==> src/rtl/exc_flush_ctrl.sv <==
// Exception/ERET sequencer: pulses CP0, drains outstanding bus traffic, flushes the
// pipeline for a fixed number of cycles, then hands the target PC to fetch.
module exc_flush_ctrl #(
  parameter int unsigned             TYPE_W       = 4,
  parameter logic [TYPE_W-1:0]       ERET_CODE    = TYPE_W'(9),
  parameter int unsigned             FLUSH_CYCLES = 2,
  parameter int unsigned             DRAIN_MAX    = 64
) (
  input  logic              clk,
  input  logic              resetn,
  input  logic              exc_flag_i,
  input  logic [TYPE_W-1:0] exc_type_i,
  input  logic [31:0]       exc_pc_i,
  input  logic [31:0]       flush_pc_i,
  input  logic              ibus_busy_i,
  input  logic              dbus_busy_i,
  input  logic              redirect_ready_i,
  output logic              cp0_exc_we_o,
  output logic              cp0_eret_o,
  output logic [TYPE_W-1:0] cp0_type_o,
  output logic [31:0]       cp0_pc_o,
  output logic              stall_o,
  output logic              flush_o,
  output logic              redirect_valid_o,
  output logic [31:0]       redirect_pc_o,
  output logic              busy_o,
  output logic              drain_timeout_o
);

  localparam int unsigned DRAIN_W = $clog2(DRAIN_MAX + 1);
  localparam int unsigned FLUSH_W = $clog2(FLUSH_CYCLES + 1);

  typedef enum logic [1:0] {
    S_IDLE  = 2'd0,
    S_DRAIN = 2'd1,
    S_FLUSH = 2'd2,
    S_REDIR = 2'd3
  } state_e;

  state_e              state_q, state_d;
  logic [DRAIN_W-1:0]  drain_cnt_q, drain_cnt_d;
  logic [FLUSH_W-1:0]  flush_cnt_q, flush_cnt_d;
  logic [TYPE_W-1:0]   type_q, type_d;
  logic [31:0]         pc_q, pc_d;
  logic [31:0]         target_q, target_d;
  logic                exc_we_q, exc_we_d;
  logic                eret_q, eret_d;
  logic                timeout_q, timeout_d;
  logic                bus_busy;
  logic                accept;

  assign bus_busy = ibus_busy_i | dbus_busy_i;
  assign accept   = exc_flag_i && (exc_type_i != '0);

  always_ff @(posedge clk or negedge resetn) begin
    if (!resetn) begin
      state_q     <= S_IDLE;
      drain_cnt_q <= '0;
      flush_cnt_q <= '0;
      type_q      <= '0;
      pc_q        <= '0;
      target_q    <= '0;
      exc_we_q    <= 1'b0;
      eret_q      <= 1'b0;
      timeout_q   <= 1'b0;
    end else begin
      state_q     <= state_d;
      drain_cnt_q <= drain_cnt_d;
      flush_cnt_q <= flush_cnt_d;
      type_q      <= type_d;
      pc_q        <= pc_d;
      target_q    <= target_d;
      exc_we_q    <= exc_we_d;
      eret_q      <= eret_d;
      timeout_q   <= timeout_d;
    end
  end

  always_comb begin
    state_d     = state_q;
    drain_cnt_d = drain_cnt_q;
    flush_cnt_d = flush_cnt_q;
    type_d      = type_q;
    pc_d        = pc_q;
    target_d    = target_q;
    exc_we_d    = 1'b0;
    eret_d      = 1'b0;
    timeout_d   = timeout_q;

    unique case (state_q)
      S_IDLE: begin
        if (accept) begin
          type_d      = exc_type_i;
          pc_d        = exc_pc_i;
          target_d    = flush_pc_i;
          eret_d      = (exc_type_i == ERET_CODE);
          exc_we_d    = (exc_type_i != ERET_CODE);
          drain_cnt_d = '0;
          flush_cnt_d = '0;
          state_d     = bus_busy ? S_DRAIN : S_FLUSH;
        end
      end
      S_DRAIN: begin
        // The watchdog forces progress so a hung bus cannot wedge exception entry.
        if (!bus_busy) begin
          drain_cnt_d = '0;
          state_d     = S_FLUSH;
        end else if (drain_cnt_q == DRAIN_W'(DRAIN_MAX - 1)) begin
          drain_cnt_d = '0;
          timeout_d   = 1'b1;
          state_d     = S_FLUSH;
        end else begin
          drain_cnt_d = drain_cnt_q + 1'b1;
        end
      end
      S_FLUSH: begin
        if (flush_cnt_q == FLUSH_W'(FLUSH_CYCLES - 1)) begin
          flush_cnt_d = '0;
          state_d     = S_REDIR;
        end else begin
          flush_cnt_d = flush_cnt_q + 1'b1;
        end
      end
      S_REDIR: begin
        if (redirect_ready_i) begin
          state_d = S_IDLE;
        end
      end
      default: begin
        state_d = S_IDLE;
      end
    endcase
  end

  // All outputs are registers or pure state decodes; no input reaches an output.
  assign cp0_exc_we_o     = exc_we_q;
  assign cp0_eret_o       = eret_q;
  assign cp0_type_o       = type_q;
  assign cp0_pc_o         = pc_q;
  assign stall_o          = (state_q == S_DRAIN) || (state_q == S_FLUSH);
  assign flush_o          = (state_q == S_FLUSH);
  assign redirect_valid_o = (state_q == S_REDIR);
  assign redirect_pc_o    = target_q;
  assign busy_o           = (state_q != S_IDLE);
  assign drain_timeout_o  = timeout_q;

endmodule
==> config.mk <==
export PLATFORM = sky130hd
export DESIGN_NAME = exc_flush_ctrl
export DESIGN_NICKNAME = d
export VERILOG_FILES = /design/src/rtl/exc_flush_ctrl.sv
export SDC_FILE = /design/constraint.sdc
export NUM_CORES = 1
export LEC_CHECK = 0
export BUFFER_PORTS_ARGS = -buffer_cell sky130_fd_sc_hd__buf_4
export CAP_MARGIN = 20
export CORE_MARGIN = 1
export CORE_UTILIZATION = 43
export CTS_CLUSTER_SIZE = 40
export DETAILED_ROUTE_END_ITERATION = 8
export PLACE_DENSITY = 0.76
export SLEW_MARGIN = 10
export SYNTH_ARGS = -nofsm -noshare
export SYNTH_HDL_FRONTEND = slang
export SYNTH_SLANG_ARGS = --single-unit
==> constraint.sdc <==
create_clock -name clk -period 1.6 [get_ports clk]
set_input_delay 0.08 -clock clk [delete_from_list [all_inputs] [get_ports clk]]
set_output_delay 0.08 -clock clk [all_outputs]
set_load 0.01 [all_outputs]
[Yosys cells after proc, flatten, opt, wreduce, memory -nomap -nowiden]
Cells that the tools add are included.
W data, S select, Z words.
Storage, ports and cells
  input port bits: 74
  memory bits (read-only): 0
  memories: 0
  output and inout port bits: 75
  register bits: 82
  memory bits (writable): 0
  bits in latches: 0
  logic and storage cells: 53
Operators by class
  shifts and indexed selects: 0
  reductions and logical operators: 12
  eq/ne operators: 11
  multiplexer cells: 18
  order comparisons: 0
  divide/modulo/power cells: 0
  add/subtract/negate cells: 2
  $mul: 0
  bitwise operators: 1
Operators with widths (count)
  $mux W7: 3
  $mux W2: 8
  $pmux W7 S2: 1
  $pmux W2 S4: 1
  $add A7 B1 Y7 const B: 1
  $eq A7 B6 Y1 const B: 1
  $reduce_and A2 Y1: 3
  $reduce_bool A2 Y1: 3
  $eq A2 B1 Y1 const B: 2
  $eq A2 B2 Y1 const B: 2
  $eq A4 B4 Y1 const B: 1
  $mux W1: 4
  $ne A2 B2 Y1 const B: 2
  $ne A4 B4 Y1 const B: 1
  $pmux W2 S2: 1
  $reduce_and A4 Y1: 1
  $reduce_bool A4 Y1: 1
  $ne A3 B3 Y1 const B: 1
  $reduce_and A3 Y1: 1
  $add A2 B1 Y2 const B: 1
  $logic_not A2 Y1: 1
  $ne A2 B1 Y1 const B: 1
  $logic_and A1 B1 Y1: 1
  $logic_or A1 B1 Y1: 1
  $or A1 B1 Y1: 1

[Logic depth before layout (Yosys ltp)]
  word-level depth: 4
  mapped depth: 6
  mapped depth without buffers: 6

[Worst setup path after synthesis]
No wires, ideal clock.
  kind: register to register
  start point: register state_q[0]
  end point: register state_q[0]
  data required time: 1.475 ns
  cell stages (with the launch flop): 7
  path slack: -0.152 ns
  data arrival time: 1.628 ns
  buffers on the path: 0
  path through: dfrtp_1 > inv_1 > ha_1 > inv_1 > o22ai_1 > a2111o_1 > mux2_2
On the way
  word-level cells in the longest chain between the ends: 3
Ends and longest elaborated chain
  start: declaration: line 40  | state_e state_q, state_d;
  start signal: assignment: line 67  | state_q <= state_d;
  $eq A2 B1 Y1 (tied with other cells): line 90  | unique case (state_q)
  $ne A3 B3 Y1 (no source line) (tied with other cells)
  $reduce_and A4 Y1 (no source line)
Several ways; a longest one is shown, not always the timed one.
A chain may end at the register's enable or synchronous reset.

[Worst setup path after layout]
  start point: register state_q[0]
  end point: register target_q[27], in the netlist redirect_pc_o[27]
On the way
  word-level cells in the longest chain between the ends: 2
Ends and longest elaborated chain
  $logic_not A2 Y1: line 90
  $reduce_and A2 Y1 (no source line)
  end signal: assignment: line 72  | target_q <= target_d;
  end: declaration: line 45  | logic [31:0] target_q, target_d;
Every way passes these cells.

==> reports/metrics.cfg <==
[clocking]
numCtsBuffers=9
clock_latency_ns=0.35
cts_tree=built
path_clk_slew_ns=0.09
root_buffer=clkbuf_8
clock_path_buffers=2
cts.sinks=82
htree_levels=3

[logic_synthesis]
ys_seq_area_frac=0.591
synth_edf_count=0
syn_area_sq_um=3470
synth_top_flop_cell=dfrtp_1
yosysUniqueCellTypes=27
netlist_instances=226
synth_top_family_by_area=multiplexers
synth_compound_area_frac=0.0425
yosys.area_share.xor_xnor=0
yosys.area_share.simple=0.0429
async_flop_share=1.00
yosys-mux-area-fraction=0.274
synth_nets=306
syn_area_per_cell_sq_um=15.4
yosysWarningCount=0
yosys.area_share.adder=0.0216
synth_seq_cells=82

[grt]
grt_pass1_wl_mm=14.3
grt_overflow=0
grtUsageTotal=0.220
antenna_found_initial=0
grt_max_degree=36
grt_pass1_vias=2873

[worst_setup_path]
crit_path_cell_trace=inv_2 > ha_4 > and3_4 > buf_12 > mux2_2
crit_required_ns=1.83
start_kind=flop
worst_path_max_delay_cell=dfrtp_1
worstSetupPathType=reg -> reg
crit_path_end_kind=flop
max_stage_delay_ns=0.44
arrival_ns=1.90
path_max_fanout=23

[run_status]
outcome=finished with violations
failed_checks=setup timing

[routing]
drc=0
drt_iter0_drc=69
num_vias=2730
ant_nets=0
dr.pass1.iters=4
wl_per_cell_um=15.6
vias_per_cell=4.71
totalWireLength_mm=9.07

[cells_and_area]
fin_cells=580
drive_above_1_share=0.575
fill_cells=480
area_growth_pct=69.0
fin_area_sq_um=5870
final_cell_mix=168 x buf_4, 82 x dfrtp_1, 69 x dlygate4sd3_1
n_antenna_cell=0
final_common_cell=buf_4
nets=553

[power]
swShare=0.325
clkPwrFrac=0.144
powerDensity_nw_per_um2=1760
p_leak_nw=2.81
p_int_mw=6.98
power.total_mw=10.3
ir_drop_mv=0.971
power_frac_comb=0.507
p_sw_mw=3.36
seqPwrFrac=0.348

[placement]
place_congestion=0.816
post_dp_cell_area_sq_um=4910
place_ws_ns=-0.106
dp_cells=493
io_buffers=148
dp_hpwl_mm=5.64

[timing]
finalHoldViolations=0
tns_ns=-1.88
final-max-slew-violation-count=0
layout_setup_ws_ns=-0.0670
worstMarginPinSlew_ns=0.393
period_minus_slack_ns=1.67
finalClockSkew_ns=0.0113
worst_slew_margin_rel=0.738
fmaxAchievable_mhz=600
setup_viol=50
rsz0062_at_grt=yes
period_share=1.04

[die]
core_area_sq_um=7770
initial_core_util=0.447
fp-row-count=32
die_h_um=91.9
io_pins=149
fp.dieW_um=91.9
dieArea_sq_um=8440

[run]
maxCapViolations=0

[hold_path]
min_path_type=in -> reg

final timing paths:
path | slack (ns) | startpoint | cells past startpoint | end
worst min register to register | 0.46 | drain_cnt_q[6]$_DFFE_PN0P_ | 1 | drain_timeout_o$_DFFE_PN0P_
worst max register to register | -0.07 | state_q[0]$_DFFE_PN0P_ | 5 | redirect_pc_o[27]$_DFFE_PN0P_
worst min-delay path | 0.05 | exc_type_i[3] | 2 | cp0_eret_o$_DFF_PN0_
worst max-delay path | -0.07 | state_q[0]$_DFFE_PN0P_ | 5 | redirect_pc_o[27]$_DFFE_PN0P_
max in group asynchronous | 0.80 | resetn | 3 | redirect_pc_o[11]$_DFFE_PN0P_
min in group asynchronous | 0.21 | resetn | 2 | cp0_pc_o[12]$_DFFE_PN0P_
critical path, delay by kind of cell (launching register included):
| family | cells | cell delay [ns] |
|---|---|---|
| fa+ha+maj | 1 | 0.16 |
| buf+inv | 2 | 0.32 |
| flops | 1 | 0.44 |
| mux | 1 | 0.35 |
| simple gates | 1 | 0.26 |
registers in the layout, summed over array words and instances, names as in the netlist:
register	flops
cp0_eret_o	1
flush_cnt_q	2
state_q	2
drain_timeout_o	1
drain_cnt_q	7
redirect_pc_o	32
cp0_pc_o	32
cp0_type_o	4
cp0_exc_we_o	1
metrics by stage:
stage          hold slack, ns  utilization
6_report               0.0523        0.756
4_1_cts                0.0155        0.752
2_1_floorplan          -0.216            -
3_3_place_gp           0.0281        0.633
5_1_grt                0.0384        0.756
3_5_place_dp           0.0385        0.633
cell type report:
type,count,area (sq um),area share
flip-flops and latches,82,2050,0.350
repair buffers,243,2050,0.350
clock buffers,9,124,0.0211
multi-input cells,129,1410,0.241
well taps,102,128,0.0217
clock inverters,7,68.8,0.0117
inverters,8,30.0,0.00512
logic make-up (layout without fill, tap and decap cells):
group                    after synthesis  in the layout
buffers and inverters                 15            267
AO/OA/AOI/OAI                         24             24
adder cells (fa/ha/maj)                6              6
multiplexers                          72             72
flip-flops                            82             82
AND/OR/NAND/NOR                       27             27
power by group through the flow:
stage          sequential [mW]  combinational (mW)  clock [mW]
2_1_floorplan             3.97                2.19           0
6_report                  3.60                5.24        1.49
4_1_cts                   3.57                5.20        1.52
5_1_grt                   3.71                5.58        1.61
3_5_place_dp              3.60                4.91           0
3_3_place_gp              3.56                4.80           0
repair_timing:
| action | in CTS | in global routing |
|---|---|---|
| pin swaps | 3 | 2 |
| hold buffers | 69 | 0 |
| endpoints found under the hold margin | 96 | 0 |
| cloned | 0 | 0 |
| setup buffers | 2 | 1 |
| resized for setup | 10 | 8 |
| setup endpoints to repair | 57 | 59 |
synth_stat cells, drive strengths merged, types with 3 or more instances:
library cell  count  area [sq um]
dfrtp            82          2050
mux2             69           923
o21ai            10          53.8
inv               8          30.0
nor2              8          30.0
buf               7          66.3
ha                6          75.1
nand2             5          18.8
a21oi             4          20.0
a31oi             3          18.8
mux2i             3          30.0
nand2b            3          18.8
nand3             3          15.0
routing by layer:
metal	vias up	part of all wire	GRT usage
met5	-	0	0
met4	0	0.012	0.0651
met3	9	0.041	0.0431
met2	71	0.54	0.404
met1	1356	0.41	0.260
li1	1294	-	-
(Power assumes the default switching activity.)
